`src/rtl/stream_pattern_tester.sv`:
```
// Valid/ready traffic generator and checker for the FTDI FIFO bridge.
// The TX side emits a pattern stream; the RX side locks onto a seed word and counts mismatches.
module stream_pattern_tester #(
    parameter int TX_W = 64,
    parameter int RX_W = 8,
    parameter int HOLD = 50000000
) (
    input  logic            clk,
    input  logic            rstn,
    input  logic            en,
    input  logic [1:0]      mode,
    output logic            tx_valid,
    input  logic            tx_ready,
    output logic [TX_W-1:0] tx_data,
    input  logic            rx_valid,
    output logic            rx_ready,
    input  logic [RX_W-1:0] rx_data,
    output logic            locked,
    output logic            err_led,
    output logic [15:0]     err_cnt,
    output logic [31:0]     tx_cnt,
    output logic [31:0]     rx_cnt
);
    localparam int TMR_W = $clog2(HOLD + 1);

    typedef enum logic [1:0] {ST_IDLE = 2'd0, ST_SEED = 2'd1, ST_CHECK = 2'd2} chk_state_t;

    // Byte mode adds the lane count to every lane so the wire sees a continuous byte ramp.
    function automatic logic [TX_W-1:0] tx_next(input logic [TX_W-1:0] x, input logic byte_mode);
        logic [TX_W-1:0] r;
        r = x;
        if (byte_mode) begin
            for (int i = 0; i < TX_W / 8; i++) r[8*i +: 8] = x[8*i +: 8] + 8'(TX_W / 8);
        end else begin
            r = x + {{(TX_W-1){1'b0}}, 1'b1};
        end
        return r;
    endfunction

    function automatic logic [RX_W-1:0] rx_next(input logic [RX_W-1:0] x, input logic byte_mode);
        logic [RX_W-1:0] r;
        r = x;
        if (byte_mode) begin
            for (int i = 0; i < RX_W / 8; i++) r[8*i +: 8] = x[8*i +: 8] + 8'(RX_W / 8);
        end else begin
            r = x + {{(RX_W-1){1'b0}}, 1'b1};
        end
        return r;
    endfunction

    function automatic logic [TX_W-1:0] tx_seed(input logic byte_mode);
        logic [TX_W-1:0] r;
        r = '0;
        if (byte_mode) begin
            for (int i = 0; i < TX_W / 8; i++) r[8*i +: 8] = 8'(i);
        end else begin
            r = '0;
        end
        return r;
    endfunction

    logic             en_q;
    logic [1:0]       mode_q, mode_d;
    logic             tx_valid_q, tx_valid_d;
    logic [TX_W-1:0]  tx_data_q, tx_data_d;
    logic [31:0]      tx_cnt_q, tx_cnt_d;
    logic             rx_ready_q;
    chk_state_t       st_q, st_d;
    logic [RX_W-1:0]  expect_q, expect_d;
    logic             locked_q, locked_d;
    logic [15:0]      err_cnt_q, err_cnt_d;
    logic [31:0]      rx_cnt_q, rx_cnt_d;
    logic [TMR_W-1:0] tmr_q, tmr_d;
    logic             err_led_q;
    logic             en_rise_s, tx_hs_s, rx_hs_s, mismatch_s;

    // Next-state logic for generator, checker and LED timer.
    always_comb begin
        en_rise_s  = en & ~en_q;
        tx_hs_s    = tx_valid_q & tx_ready;
        rx_hs_s    = rx_valid & rx_ready_q;
        mismatch_s = 1'b0;
        mode_d     = mode_q;
        tx_valid_d = tx_valid_q;
        tx_data_d  = tx_data_q;
        tx_cnt_d   = tx_cnt_q;
        st_d       = st_q;
        expect_d   = expect_q;
        locked_d   = locked_q;
        err_cnt_d  = err_cnt_q;
        rx_cnt_d   = rx_cnt_q;

        // A pending word is held after en falls; valid only drops on a handshake.
        if (en_rise_s) begin
            mode_d     = mode;
            tx_valid_d = ~mode[1];
            tx_data_d  = tx_seed(mode == 2'd1);
            tx_cnt_d   = 32'd0;
        end else if (tx_hs_s) begin
            tx_data_d  = tx_next(tx_data_q, mode_q == 2'd1);
            tx_cnt_d   = tx_cnt_q + 32'd1;
            tx_valid_d = en & ~mode_q[1];
        end else begin
            tx_valid_d = tx_valid_q;
        end

        if (en_rise_s) begin
            st_d      = ST_SEED;
            rx_cnt_d  = 32'd0;
            err_cnt_d = 16'd0;
            locked_d  = 1'b0;
        end else if (!en) begin
            st_d = ST_IDLE;
        end else begin
            case (st_q)
                ST_SEED: begin
                    if (rx_hs_s) begin
                        expect_d = rx_next(rx_data, mode_q == 2'd1);
                        locked_d = 1'b1;
                        rx_cnt_d = rx_cnt_q + 32'd1;
                        st_d     = ST_CHECK;
                    end else begin
                        st_d = ST_SEED;
                    end
                end
                ST_CHECK: begin
                    if (rx_hs_s) begin
                        rx_cnt_d   = rx_cnt_q + 32'd1;
                        mismatch_s = (rx_data != expect_q);
                        expect_d   = rx_next(rx_data, mode_q == 2'd1);
                        if (mismatch_s) begin
                            err_cnt_d = (err_cnt_q == 16'hFFFF) ? err_cnt_q : err_cnt_q + 16'd1;
                        end else begin
                            err_cnt_d = err_cnt_q;
                        end
                    end else begin
                        st_d = ST_CHECK;
                    end
                end
                default: st_d = ST_IDLE;
            endcase
        end

        if (mismatch_s) begin
            tmr_d = TMR_W'(HOLD);
        end else if (tmr_q != '0) begin
            tmr_d = tmr_q - {{(TMR_W-1){1'b0}}, 1'b1};
        end else begin
            tmr_d = tmr_q;
        end
    end

    // State and registered outputs.
    always_ff @(posedge clk or negedge rstn) begin
        if (!rstn) begin
            en_q       <= 1'b0;
            mode_q     <= 2'd0;
            tx_valid_q <= 1'b0;
            tx_data_q  <= '0;
            tx_cnt_q   <= 32'd0;
            rx_ready_q <= 1'b0;
            st_q       <= ST_IDLE;
            expect_q   <= '0;
            locked_q   <= 1'b0;
            err_cnt_q  <= 16'd0;
            rx_cnt_q   <= 32'd0;
            tmr_q      <= '0;
            err_led_q  <= 1'b0;
        end else begin
            en_q       <= en;
            mode_q     <= mode_d;
            tx_valid_q <= tx_valid_d;
            tx_data_q  <= tx_data_d;
            tx_cnt_q   <= tx_cnt_d;
            rx_ready_q <= 1'b1;
            st_q       <= st_d;
            expect_q   <= expect_d;
            locked_q   <= locked_d;
            err_cnt_q  <= err_cnt_d;
            rx_cnt_q   <= rx_cnt_d;
            tmr_q      <= tmr_d;
            err_led_q  <= (tmr_d != '0);
        end
    end

    assign tx_valid = tx_valid_q;
    assign tx_data  = tx_data_q;
    assign tx_cnt   = tx_cnt_q;
    assign rx_ready = rx_ready_q;
    assign locked   = locked_q;
    assign err_cnt  = err_cnt_q;
    assign rx_cnt   = rx_cnt_q;
    assign err_led  = err_led_q;
endmodule

```
`config.mk`:
```
export PLATFORM = sky130hd
export DESIGN_NAME = stream_pattern_tester
export DESIGN_NICKNAME = d
export VERILOG_FILES = /design/src/rtl/stream_pattern_tester.sv
export SDC_FILE = /design/constraint.sdc
export NUM_CORES = 1
export LEC_CHECK = 0
export ABC_AREA = 1
export BUFFER_PORTS_ARGS = -buffer_cell sky130_fd_sc_hd__buf_4
export CORE_MARGIN = 1.5
export CORE_UTILIZATION = 40
export CTS_BUF_LIST = sky130_fd_sc_hd__clkbuf_16
export DETAILED_ROUTE_END_ITERATION = 10
export RECOVER_POWER = 50
export SLEW_MARGIN = 25
export SYNTH_ARGS = -nofsm -noshare
export SYNTH_HDL_FRONTEND = slang
export SYNTH_SLANG_ARGS = --single-unit
```
`constraint.sdc`:
```
create_clock -name clk -period 3.8 [get_ports clk]
set_input_delay 0.38 -clock clk [delete_from_list [all_inputs] [get_ports clk]]
set_output_delay 0.38 -clock clk [all_outputs]
set_load 0.01 [all_outputs]
```
; Yosys cells after proc, flatten, opt, wreduce, memory -nomap -nowiden
; Cells that the tools add are included.
[totals]
regBits = 187
input_bits = 15
out_inout_bits = 148
word_cells = 90
[classes]
addsub = 14
n_eq_ne = 8
muxes = 33
bitwise_logic = 8
n_reduce_logical = 14
[op_table]
columns = cell, count
row1 = $mux 32, 6
row2 = $mux 64, 3
row3 = $mux 16, 6
row4 = $add 32x1->32 const B, 2
row5 = $add 64x1->64 const B, 1
row6 = $add 8x4->8 const B, 8
row7 = $mux 59, 1
row8 = $mux 26, 2
row9 = $reduce_bool 26->1, 2
row10 = $sub 26x1->26 const B, 1
row11 = $add 16x1->16 const B, 1
row12 = $eq 16x16->1 const B, 1
row13 = $reduce_bool 2->1, 7
row14 = $mux 1, 10
row15 = $add 8x1->8 const B, 1
row16 = $mux 2, 4
row17 = $ne 8x8->1, 1
row18 = $eq 2x1->1 const B, 3
row19 = $reduce_and 3->1, 2
row20 = $reduce_and 5->1, 1
row21 = $and 1x1->1, 4
row22 = $ne 4x4->1 const B, 1
row23 = $not 1->1, 4
row24 = $pmux 2 s2, 1
row25 = other kinds (4), 4

; Depth between registers and ports, before layout
[logic_depth]
depth_word = 7
mapped_depth = 16

; Worst setup path before layout
; OpenSTA, ideal clock, no wires.
[synth_path]
path_kind = flip-flop to flip-flop
startpoint = register tx_data_q[0] (netlist: tx_data[0])
endpoint = register tx_data_q[52] (netlist: tx_data[52])
setup_ns = 0.128
t_arrival_ns = 1.777
setup_slack_ns = 1.896
path_stages_with_launch = 13
path_cell_list = dfrtp_1 > ha_1 > nand2_1 > nor3_4 > nand2_2 > nor2_4 > nand3_2 > nor2_4 > nand2_1 > nand2_1 > nand3_1 > nand2_1 > o21ai_1
[synth_via]
elab_chain_len = 4
[synth_lines]
columns = item, line_no
row1 = start: declaration, 65  ; logic [TX_W-1:0] tx_data_q, tx_data_d;
row2 = start signal: assignment, 173  ; tx_data_q <= tx_data_d;
row3 = $add 64x1->64, 35  ; r = x + {{(TX_W-1){1'b0}}, 1'b1};
row4 = $mux 64, 32  ; if (byte_mode) begin
row5 = $mux 64, 99  ; end else if (tx_hs_s) begin
row6 = $mux 64, 94  ; if (en_rise_s) begin
; Every way passes these cells. The select of a mux whose other input is x is not followed.
; A chain may end at the register's enable or synchronous reset.

; Worst setup path in the final report
[layout_path]
startpoint = register en_q
endpoint = register err_cnt_q[5] (netlist: err_cnt[5])
[layout_via]
elab_chain_len = 4
elab_cells_between_ends = 9
classes_between = eq/ne (1) / mux (1) / bitwise (2) / reduce/logical (5)
[layout_lines]
columns = item, line_no
row1 = start: declaration, 62  ; logic en_q;
row2 = start signal: assignment, 170  ; en_q <= en;
row3 = $not 1->1 (*), 79  ; en_rise_s = en & ~en_q;
row4 = $and 1x1->1 (*), 79
row5 = $ne 2x2->1 (no source line) or $reduce_bool 2->1 (tied branches), n/a
row6 = $reduce_and 5->1 (no source line), n/a
row7 = end signal: assignment, 179  ; err_cnt_q <= err_cnt_d;
row8 = end: declaration, 71  ; logic [15:0] err_cnt_q, err_cnt_d;
; Every way passes the cells marked *; elsewhere a longest branch is shown, timed or not.

==> impl_metrics.toml <==
[sta]
fmax_mhz = 349
tightest_slew_ns = 2.75
timing.slew.headroom = -0.835
fin_crit_sh = 0.755
setup_viol = 0
min_period_ns = 2.87
rsz0062_at_grt = "false"
hold_slack_ns = 0.164
hold_viol_final = 0
final.setup.tns_ns = 0
finalClockSkew_ns = 0.0119
drv_slew = 138

[detailed_routing]
wl_mm = 37.0
ant_nets = 0
drc = 0
first_iter_violations = 941
dr.pass1.iters = 5
drt-vias-per-instance = 5.29
wire_per_inst_um = 16.2
vias = 12100

[hold_path]
hp-class = "in2reg"
worstHoldStart = "rx_data[0]"

[layout]
multi_input_area_sq_um = 6190
layout-drive-gt1-share = 0.103
area_growth_syn_to_layout_pct = 16.7
final-seq-area_sq_um = 4680
final.fill_count = 3091
nets = 1917
most-common-layout-cells = "421 x nand2_1, 245 x nor2_1, 228 x inv_1"
final_common_cell = "nand2_1"

[yosys]
synth_edf_count = 0
synth-async-reset-ratio = 1.00
syn_area_per_cell_sq_um = 6.90
ys_ff_latch = 187
synth_top_family_by_area = "simple AND/OR/NAND/NOR gates"
synth_compound_area_frac = 0.125
synthFlopType = "dfrtp_1"
yosysWarningCount = 0
yosys.cell_types.count = 54
syn_inst = 1731
seq_area_frac_synth = 0.392
synth-xor-area-share = 0.0264
syn-num-nets = 1762
synth_mux_area_frac = 0
syn_area_sq_um = 11900
synth-adder-area-share = 0.0168
yosys.area_share.simple = 0.350

[global_route]
track_usage = 0.245
grt_antenna_before_repair = 1
grt_pass1_vias = 11600
grt_first_pass_wirelength_mm = 60.1
grt_max_degree = 105
gr-total-overflow = 0

[clock_tree]
cts.sinks = 187
cts_buffer_depth = 2
ctsHtreeMaxLevel = 4
clk_latency_ns = 0.45
hold_buffers = 0
path_clk_slew_ns = 0.07
cts-resized-gates = 0
cts_made_buffers = 17
cts_tree = "built"
cts_setup_buffers = 0
cts_root_buffer = "clkbuf_16"

[die]
ios = 163
die-area_sq_um = 30900
start_util = 0.405
rows = 63
core_region_area_sq_um = 29500
die_w_um = 176
die_y_um = 176

[power]
power_uw = 5120
peakVddDrop_v = 0.000349
p_comb_frac = 0.169
p_clk_frac = 0.366
switching_share = 0.315
p_sw_uw = 1610
pwr-share-seq = 0.465
p_int_uw = 3510
power.density_nw_per_um2 = 367
p_leak_uw = 0.00637

[placement]
io_buffer_count = 162
place_hpwl_mm = 27.8
globalplace.congestion = 0.923

[critical_path]
worst_ep_arrival_time_ns = 3.25
cp_max_fo = 34
crit_path_start_kind = "register"
crit_path_max_incr_delay_ns = 1.16
path_class = "reg2reg"
end_kind = "register"
worst_ep_required_time_ns = 4.18
cp_cell_sequence = "nor2_4, inv_2, clkbuf_1, nand2_2, nand2_1, o21ai_0, nor2_1"
r2r-start = "en_q$_DFF_PN0_"
startpoint = "en_q$_DFF_PN0_"
slowest_stage = "clkbuf_1"

[run_status]
violations = "capacitance limit, slew limit"
status = "complete, but fails checks"

[job]
cap_viol_max_count = 2
[layer usage]
layer  up-vias  routed length, um  GRT usage  share of wire
met1      5712              17200      0.338           0.46
met5         -                  0          0              0
li1       5975                  -          -              -
met2       370              16800      0.390           0.45
met4         0                701     0.0783          0.019
met3        50               2320     0.0437          0.063
[power groups by stage]
| stage | clock network, uW | registers, uW | logic, uW |
|---|---|---|---|
| final | 1870 | 2380 | 867 |
| after global routing | 1990 | 2400 | 986 |
| after CTS | 1920 | 2380 | 907 |
| after detailed placement | 0 | 2420 | 902 |
| after global placement | 0 | 2420 | 893 |
| after floorplan | 0 | 2380 | 516 |
[area by class of cell]
cell class	count	area share
flip-flops and latches	187	0.336
clock inverters	15	0.0125
inverters	240	0.0647
well taps	390	0.0350
multi-input cells	1264	0.444
clock buffers	17	0.0305
repair buffers	176	0.0770
diodes	1	0.000180
[critical path, delay by kind of cell, from the launching register on]
kind | cells | cell delay, ns
buffers and inverters | 2 | 1.36
AND/OR/NAND/NOR | 4 | 0.91
flip-flops | 1 | 0.42
AO/OA/AOI/OAI | 1 | 0.10
[state kept, by name, summed over array words and instances, names as in the netlist, 2 cells and up]
| name | flops |
|---|---|
| tx_data | 64 |
| rx_cnt | 32 |
| tx_cnt | 32 |
| tmr_q | 26 |
| err_cnt | 16 |
| expect_q | 8 |
| mode_q | 2 |
| st_q | 2 |
[cell families after synthesis]
logic type               after synthesis
AO/OA/AOI/OAI                        261
XOR/XNOR                              36
adder cells (fa/ha/maj)               16
buffers and inverters                280
flip-flops                           187
other                                  1
AND/OR/NAND/NOR                      950
[synth_stat cells (3+ instances only)]
| library cell | number | area, sq um |
|---|---|---|
| a211oi_1 | 7 | 52.6 |
| a21oi_1 | 76 | 380 |
| a22o_1 | 3 | 26.3 |
| a22oi_1 | 5 | 37.5 |
| a31oi_1 | 10 | 62.6 |
| a32o_1 | 3 | 30.0 |
| and3_1 | 5 | 31.3 |
| buf_1 | 6 | 22.5 |
| buf_2 | 13 | 65.1 |
| clkbuf_1 | 20 | 75.1 |
| dfrtp_1 | 187 | 4680 |
| ha_1 | 16 | 200 |
| inv_1 | 227 | 852 |
| inv_2 | 11 | 41.3 |
| nand2_1 | 421 | 1580 |
| nand2_2 | 11 | 68.8 |
| nand3_1 | 115 | 576 |
| nand3_2 | 3 | 30.0 |
| nand3b_1 | 4 | 30.0 |
| nand4_1 | 49 | 307 |
| nor2_1 | 245 | 920 |
| nor2_2 | 9 | 56.3 |
| nor2_4 | 7 | 78.8 |
| nor3_1 | 51 | 255 |
| nor3_2 | 8 | 80.1 |
| nor4_1 | 11 | 68.8 |
| o211ai_1 | 7 | 52.6 |
| o21a_1 | 6 | 45.0 |
| o21ai_0 | 106 | 531 |
| o21ai_1 | 12 | 60.1 |
| o31ai_1 | 11 | 82.6 |
| or2_2 | 3 | 18.8 |
| xnor2_1 | 13 | 114 |
| xor2_1 | 23 | 201 |
[worst paths after layout]
| path | end | slack, ns | cells after the start |
|---|---|---|---|
| min reg2reg | expect_q[1]$_DFFE_PN0P_ | 0.50 | 2 |
| min | expect_q[0]$_DFFE_PN0P_ | 0.16 | 2 |
| max in group asynchronous | tx_data[6]$_DFFE_PN0P_ | 1.41 | 1 |
| max | err_cnt[5]$_DFFE_PN0P_ | 0.93 | 7 |
| max reg2reg | err_cnt[5]$_DFFE_PN0P_ | 0.93 | 7 |
| min in group asynchronous | tx_data[58]$_DFFE_PN0P_ | 0.81 | 1 |
[stage by stage]
step	instances	util	area, sq um	setup WS (ns)
2_1_floorplan	1731	-	11900	1.90
6_report	2290	0.473	13900	0.932
4_1_cts	2289	0.482	14200	1.31
5_1_grt	2289	0.473	13900	0.608
3_5_place_dp	2257	0.462	13600	1.25
3_3_place_gp	2257	0.462	13600	1.33
No activity file was read; power rests on OpenSTA's default activity.
